==> src/rtl/instr_fetch_if.sv <==
// Fetch-unit bus bundle: ROM read port, execute handshake, decoded fields.
// master = fetch unit, slave = ROM / execute / PC side.
interface instr_fetch_if #(
  parameter int ADDR_W = 8
);
  logic [ADDR_W-1:0] i_Address_Instruction_Bus;
  logic [ADDR_W-1:0] o_rom_addr;
  logic              o_rom_rd;
  logic [15:0]       i_rom_data;
  logic              i_rom_ack;
  logic [15:0]       o_instr;
  logic [3:0]        o_opcode;
  logic [3:0]        o_cond;
  logic [7:0]        o_imm;
  logic              o_valid;
  logic              i_ready;
  logic              o_fetch_done;
  logic              o_err;

  modport master (
    input  i_Address_Instruction_Bus,
    input  i_rom_data,
    input  i_rom_ack,
    input  i_ready,
    output o_rom_addr,
    output o_rom_rd,
    output o_instr,
    output o_opcode,
    output o_cond,
    output o_imm,
    output o_valid,
    output o_fetch_done,
    output o_err
  );

  modport slave (
    output i_Address_Instruction_Bus,
    output i_rom_data,
    output i_rom_ack,
    output i_ready,
    input  o_rom_addr,
    input  o_rom_rd,
    input  o_instr,
    input  o_opcode,
    input  o_cond,
    input  o_imm,
    input  o_valid,
    input  o_fetch_done,
    input  o_err
  );
endinterface

==> src/rtl/instr_fetch.sv <==
// Instruction fetch stage: IDLE -> WAIT (ROM read) -> HOLD (until consumed).
// Define IFETCH_TIMEOUT_EN to enable the ROM acknowledge watchdog (o_err).
module instr_fetch #(
  parameter int ADDR_W    = 8,
  parameter int TO_CYCLES = 15
) (
  input logic          clk,
  input logic          rst,
  instr_fetch_if.master bus
);

  typedef enum logic [1:0] {
    IDLE,
    WAIT,
    HOLD
  } state_t;

  if (TO_CYCLES < 1 || TO_CYCLES > 15) begin : g_bad_to
    $error("TO_CYCLES must be in 1..15");
  end

  state_t            state, state_n;
  logic [ADDR_W-1:0] addr_q, addr_n;
  logic              rd_q, rd_n;
  logic [15:0]       instr_q, instr_n;
  logic              valid_q, valid_n;
  logic              done_q, done_n;

`ifdef IFETCH_TIMEOUT_EN
  localparam logic [3:0] TO_LAST = 4'(TO_CYCLES - 1);

  logic       err_q, err_n;
  logic [3:0] cnt_q, cnt_n;
`endif

  always_comb begin
    state_n = state;
    addr_n  = addr_q;
    rd_n    = rd_q;
    instr_n = instr_q;
    valid_n = valid_q;
    done_n  = 1'b0;
`ifdef IFETCH_TIMEOUT_EN
    err_n   = err_q;
    cnt_n   = cnt_q;
`endif
    unique case (state)
      IDLE: begin
        addr_n  = bus.i_Address_Instruction_Bus;
        rd_n    = 1'b1;
        state_n = WAIT;
`ifdef IFETCH_TIMEOUT_EN
        cnt_n   = '0;
`endif
      end
      WAIT: begin
        if (bus.i_rom_ack) begin
          instr_n = bus.i_rom_data;
          valid_n = 1'b1;
          rd_n    = 1'b0;
          state_n = HOLD;
        end
`ifdef IFETCH_TIMEOUT_EN
        // Ack on the timeout edge still wins above.
        else if (cnt_q == TO_LAST) begin
          err_n   = 1'b1;
          rd_n    = 1'b0;
          state_n = IDLE;
        end else begin
          cnt_n = cnt_q + 4'd1;
        end
`endif
      end
      HOLD: begin
        if (bus.i_ready) begin
          valid_n = 1'b0;
          done_n  = 1'b1;
          state_n = IDLE;
        end
      end
      default: state_n = IDLE;
    endcase
  end

  always_ff @(posedge clk) begin
    if (rst) begin
      state   <= IDLE;
      addr_q  <= '0;
      rd_q    <= 1'b0;
      instr_q <= '0;
      valid_q <= 1'b0;
      done_q  <= 1'b0;
`ifdef IFETCH_TIMEOUT_EN
      err_q   <= 1'b0;
      cnt_q   <= '0;
`endif
    end else begin
      state   <= state_n;
      addr_q  <= addr_n;
      rd_q    <= rd_n;
      instr_q <= instr_n;
      valid_q <= valid_n;
      done_q  <= done_n;
`ifdef IFETCH_TIMEOUT_EN
      err_q   <= err_n;
      cnt_q   <= cnt_n;
`endif
    end
  end

  assign bus.o_rom_addr   = addr_q;
  assign bus.o_rom_rd     = rd_q;
  assign bus.o_instr      = instr_q;
  assign bus.o_opcode     = instr_q[15:12];
  assign bus.o_cond       = instr_q[11:8];
  assign bus.o_imm        = instr_q[7:0];
  assign bus.o_valid      = valid_q;
  assign bus.o_fetch_done = done_q;
`ifdef IFETCH_TIMEOUT_EN
  assign bus.o_err        = err_q;
`else
  assign bus.o_err        = 1'b0;
`endif

endmodule

==> src/flat_wrapper.sv <==
// flat-port wrapper written by rule: the top's interface ports become plain ports
module instr_fetch_flat 
#(
  parameter int ADDR_W    = 8,
  parameter int TO_CYCLES = 15
)
  (clk, rst, bus_i_Address_Instruction_Bus, bus_i_rom_data, bus_i_rom_ack, bus_i_ready, bus_o_rom_addr, bus_o_rom_rd, bus_o_instr, bus_o_opcode, bus_o_cond, bus_o_imm, bus_o_valid, bus_o_fetch_done, bus_o_err);
  instr_fetch_if #(.ADDR_W(ADDR_W)) bus_i ();
  input logic clk;
  input logic rst;
  input wire logic [$bits(bus_i.i_Address_Instruction_Bus)-1:0] bus_i_Address_Instruction_Bus;
  input wire logic [$bits(bus_i.i_rom_data)-1:0] bus_i_rom_data;
  input wire logic [$bits(bus_i.i_rom_ack)-1:0] bus_i_rom_ack;
  input wire logic [$bits(bus_i.i_ready)-1:0] bus_i_ready;
  output wire logic [$bits(bus_i.o_rom_addr)-1:0] bus_o_rom_addr;
  output wire logic [$bits(bus_i.o_rom_rd)-1:0] bus_o_rom_rd;
  output wire logic [$bits(bus_i.o_instr)-1:0] bus_o_instr;
  output wire logic [$bits(bus_i.o_opcode)-1:0] bus_o_opcode;
  output wire logic [$bits(bus_i.o_cond)-1:0] bus_o_cond;
  output wire logic [$bits(bus_i.o_imm)-1:0] bus_o_imm;
  output wire logic [$bits(bus_i.o_valid)-1:0] bus_o_valid;
  output wire logic [$bits(bus_i.o_fetch_done)-1:0] bus_o_fetch_done;
  output wire logic [$bits(bus_i.o_err)-1:0] bus_o_err;
  assign bus_i.i_Address_Instruction_Bus = bus_i_Address_Instruction_Bus;
  assign bus_i.i_rom_data = bus_i_rom_data;
  assign bus_i.i_rom_ack = bus_i_rom_ack;
  assign bus_i.i_ready = bus_i_ready;
  assign bus_o_rom_addr = bus_i.o_rom_addr;
  assign bus_o_rom_rd = bus_i.o_rom_rd;
  assign bus_o_instr = bus_i.o_instr;
  assign bus_o_opcode = bus_i.o_opcode;
  assign bus_o_cond = bus_i.o_cond;
  assign bus_o_imm = bus_i.o_imm;
  assign bus_o_valid = bus_i.o_valid;
  assign bus_o_fetch_done = bus_i.o_fetch_done;
  assign bus_o_err = bus_i.o_err;
  instr_fetch #(.ADDR_W(ADDR_W), .TO_CYCLES(TO_CYCLES)) u_core (.clk(clk), .rst(rst), .bus(bus_i));
endmodule
==> config.mk <==
export PLATFORM = sky130hd
export DESIGN_NAME = instr_fetch_flat
export DESIGN_NICKNAME = d
export VERILOG_FILES = /design/src/rtl/instr_fetch_if.sv /design/src/rtl/instr_fetch.sv /design/src/flat_wrapper.sv
export SDC_FILE = /design/constraint.sdc
export NUM_CORES = 1
export LEC_CHECK = 0
export ABC_CLOCK_PERIOD_IN_PS = 1400
export BUFFER_PORTS_ARGS = -buffer_cell sky130_fd_sc_hd__buf_4
export CELL_PAD_IN_SITES_DETAIL_PLACEMENT = 1
export CELL_PAD_IN_SITES_GLOBAL_PLACEMENT = 1
export CORE_UTILIZATION = 28
export DETAILED_ROUTE_END_ITERATION = 6
export PLACE_DENSITY = 0.83
export SYNTH_ARGS = -nofsm -noshare
export SYNTH_HDL_FRONTEND = slang
export SYNTH_SLANG_ARGS = --single-unit
==> constraint.sdc <==
create_clock -name clk -period 1.4 [get_ports clk]
set_clock_uncertainty 0.15 [all_clocks]
set_input_delay 0 -clock clk [delete_from_list [all_inputs] [get_ports clk]]
set_output_delay 0 -clock clk [all_outputs]
set_load 0.1 [all_outputs]
==> metrics.md <==
| Metric | Value |
|---|---|
| Final Setup Violations | 0 |
| Skew-Pair Late Insertion Delay | 270 ps |
| Largest net degree at the start of global routing | 30 |
| Synthesized area | between 1000 and 1500 sq um |
| Most frequent cells in the layout | 76 x buf_4, 40 x nand2_1, 27 x a21oi_1, 27 x dlygate4sd3_1, 26 x dfxtp_2 |
| Outcome | finished, final reports clean |
| Total CTS buffers | 5 |
| # nets final | 255 |
| Detail Placement HPWL | approximately 2200 microns |
| Largest cells by area after synthesis | dfxtp_1 50%, nand2_1 13%, buf_4 12%, a21oi_1 12%, o21ai_0 3.5% |
| Worst EP required | between 1000 and 1500 ps |
| First-pass GRT wire length | 5180 microns |
| Cells after Synth | 142 |
| Worst setup SP type | input port |
| Total power | approximately 2.6 mW |
| Synth area leader | dfxtp_1 |
| Critical path endpoint category | register |
| Rows | 23 |
| Root buffer cell | clkbuf_8 |
| FMAX | 787 MHz |
| Post-Syn Nets | 170 |
| Avg Cell Area, Syn | a little over 8 sq um |
| DRT iter0 DRCs | 37 |
| CTS tree | done |
| GR Util All Layers | roughly 16% |
| Setup TNS | 0 ps |
| Via density | 4.41 |
| Final Hold Viols | 0 |
| Pre-antenna DRT Iters | 2 |
| Via count | about 1200 |
| Power Density | 1260 nW/um^2 |
| Top-area cell type share of the netlist area | around 50% |
| Overall die width | 66.3 microns |
| # clock sinks | 29 |
| # IOs | 72 |
| Sequential cell area fraction in the yosys report | 50.1% |
| CORE AREA | 4000 sq um |
| Netlist cell types | 16 |
| Tmin final | roughly 1300 ps |
| Ant. Diodes | 0 |
| Leak pwr | 0.940 nW |
| Routed WL | 3340 microns |
| RSZ-0062 raised after global routing | false |
| Die Span Y | 66.3 microns |
| WL/cell | 12.0 microns |
| Final ANT Viol Nets | 0 |
| # H-tree levels | 2 |
| Register bit count reported by yosys | 29 |
| Commonest non-fill, non-tap cell in the layout | buf_4 |
| Initial antenna violation count | 0 |
| Fillcell total | 470 |
| Max Buffers Root-to-Sink | 2 |
| Area grow syn2layout | 75.3% |
| CP arrival | 1270 ps |
| Hold Crit Class | register to register |
| Vias in the first global route | ~1200 |
| Fin crit share | 90.8% |
| Yosys warns | 0 |
| Slew Viols, Final | 0 |
| Clk slew on worst S/H paths | 60 ps |
| Total grt overflow | 0 |
| Worst Path Class, Setup | input port to register |
| Buffers on Ports | 70 |
| Worst-path fanout max | 9 |
| Max-cap violations | 0 |
| Worst ir drop on vdd | around 0.54 mV |
| Die area | 4400 sq um |
| Initial Utilization | approximately 29% |
| Post-route DRC | 0 |
| RD Place Congestion | 0.624 |
| Layout cells sized above 1 | 48.7% |
[sequential cells by signal (all words and copies together) (netlist names)]
register                 flops
u_core.bus.o_fetch_done      1
u_core.bus.o_instr          16
u_core.bus.o_rom_addr        8
u_core.bus.o_rom_rd          1
u_core.bus.o_valid           1
u_core.state                 2
[metal layers]
layer  wire (microns)  GRT usage (%)  up-vias
met1             1420           16.3      570
li1                 -              -      611
met4               33           4.79        0
met5                0              0        -
met3              166           5.86        4
met2             1720           29.7       42
[worst max-delay path: stages]
cell	delay [ps]
dlygate4sd3_1	530
buf_4	160
and3b_1	200
buf_4	170
a21oi_1	150
nor2_1	60
[power by group]
group | total (mW) | internal, mW | switching [mW]
Combinational | 0.875 | 0.237 | 0.639
Sequential | 0.923 | 0.886 | 0.0372
Clock | 0.752 | 0.443 | 0.308
[cell families (layout without fill, tap and decap cells)]
kind of cell,after synthesis,after routing,synth area share (%)
AOI/OAI and AO/OA,37,37,16.5
buffers and inverters,25,111,15.0
DFF,29,29,50.1
other,1,1,0.324
and+or+nand+nor,50,50,18.0
[final timing paths]
kind | from | to | slack (ps) | depth (start not counted)
setup reg to reg | u_core.state[1] | u_core.state[1] | 140 | 4
hold reg to reg | u_core.bus.o_instr[4] | u_core.bus.o_instr[4] | 310 | 2
setup / recovery | bus_i_rom_ack | u_core.state[1] | 130 | 6
hold / removal | u_core.bus.o_instr[4] | u_core.bus.o_instr[4] | 310 | 2
[synthesized netlist by cell type, drive strengths merged]
library cell / number
a211oi: 1
nand3b: 1
o21ai: 8
a2bb2oi: 1
buf: 21
and3b: 1
nor3b: 1
nor2: 5
nand2: 40
nand2b: 2
a21oi: 27
conb: 1
dfxtp: 29
clkbuf: 4
[stage by stage]
step | hold WS, ps | util (%) | worst slack, ps | instances | area [sq um]
after floorplan | -46.2 | - | 27.2 | 142 | 1190
after global placement | 89.5 | 41.2 | 151 | 243 | 1650
after detailed placement | 87.6 | 41.2 | 95.1 | 243 | 1650
after CTS | 317 | 50.5 | 82.8 | 278 | 2020
after global routing | 325 | 50.8 | 58.3 | 278 | 2030
final | 314 | 50.8 | 129 | 278 | 2030
[final cells by class]
class,instances,area [sq um],area share (%)
timing repair buffer,103,841,41.4
sequential,29,613,30.2
multi-input combinational,88,413,20.3
clock buffer,7,96.3,4.74
tap,50,62.6,3.08
clock inverter,1,5.00,0.246
[timing repair]
action	4_1_cts	5_1_grt
setup endpoints to repair	0	2
endpoints found under the hold margin	29	0
gates resized for setup	0	2
hold buffers	27	0
buffers inserted	0	0
Note: power is estimated with default switching activity, not from simulation.
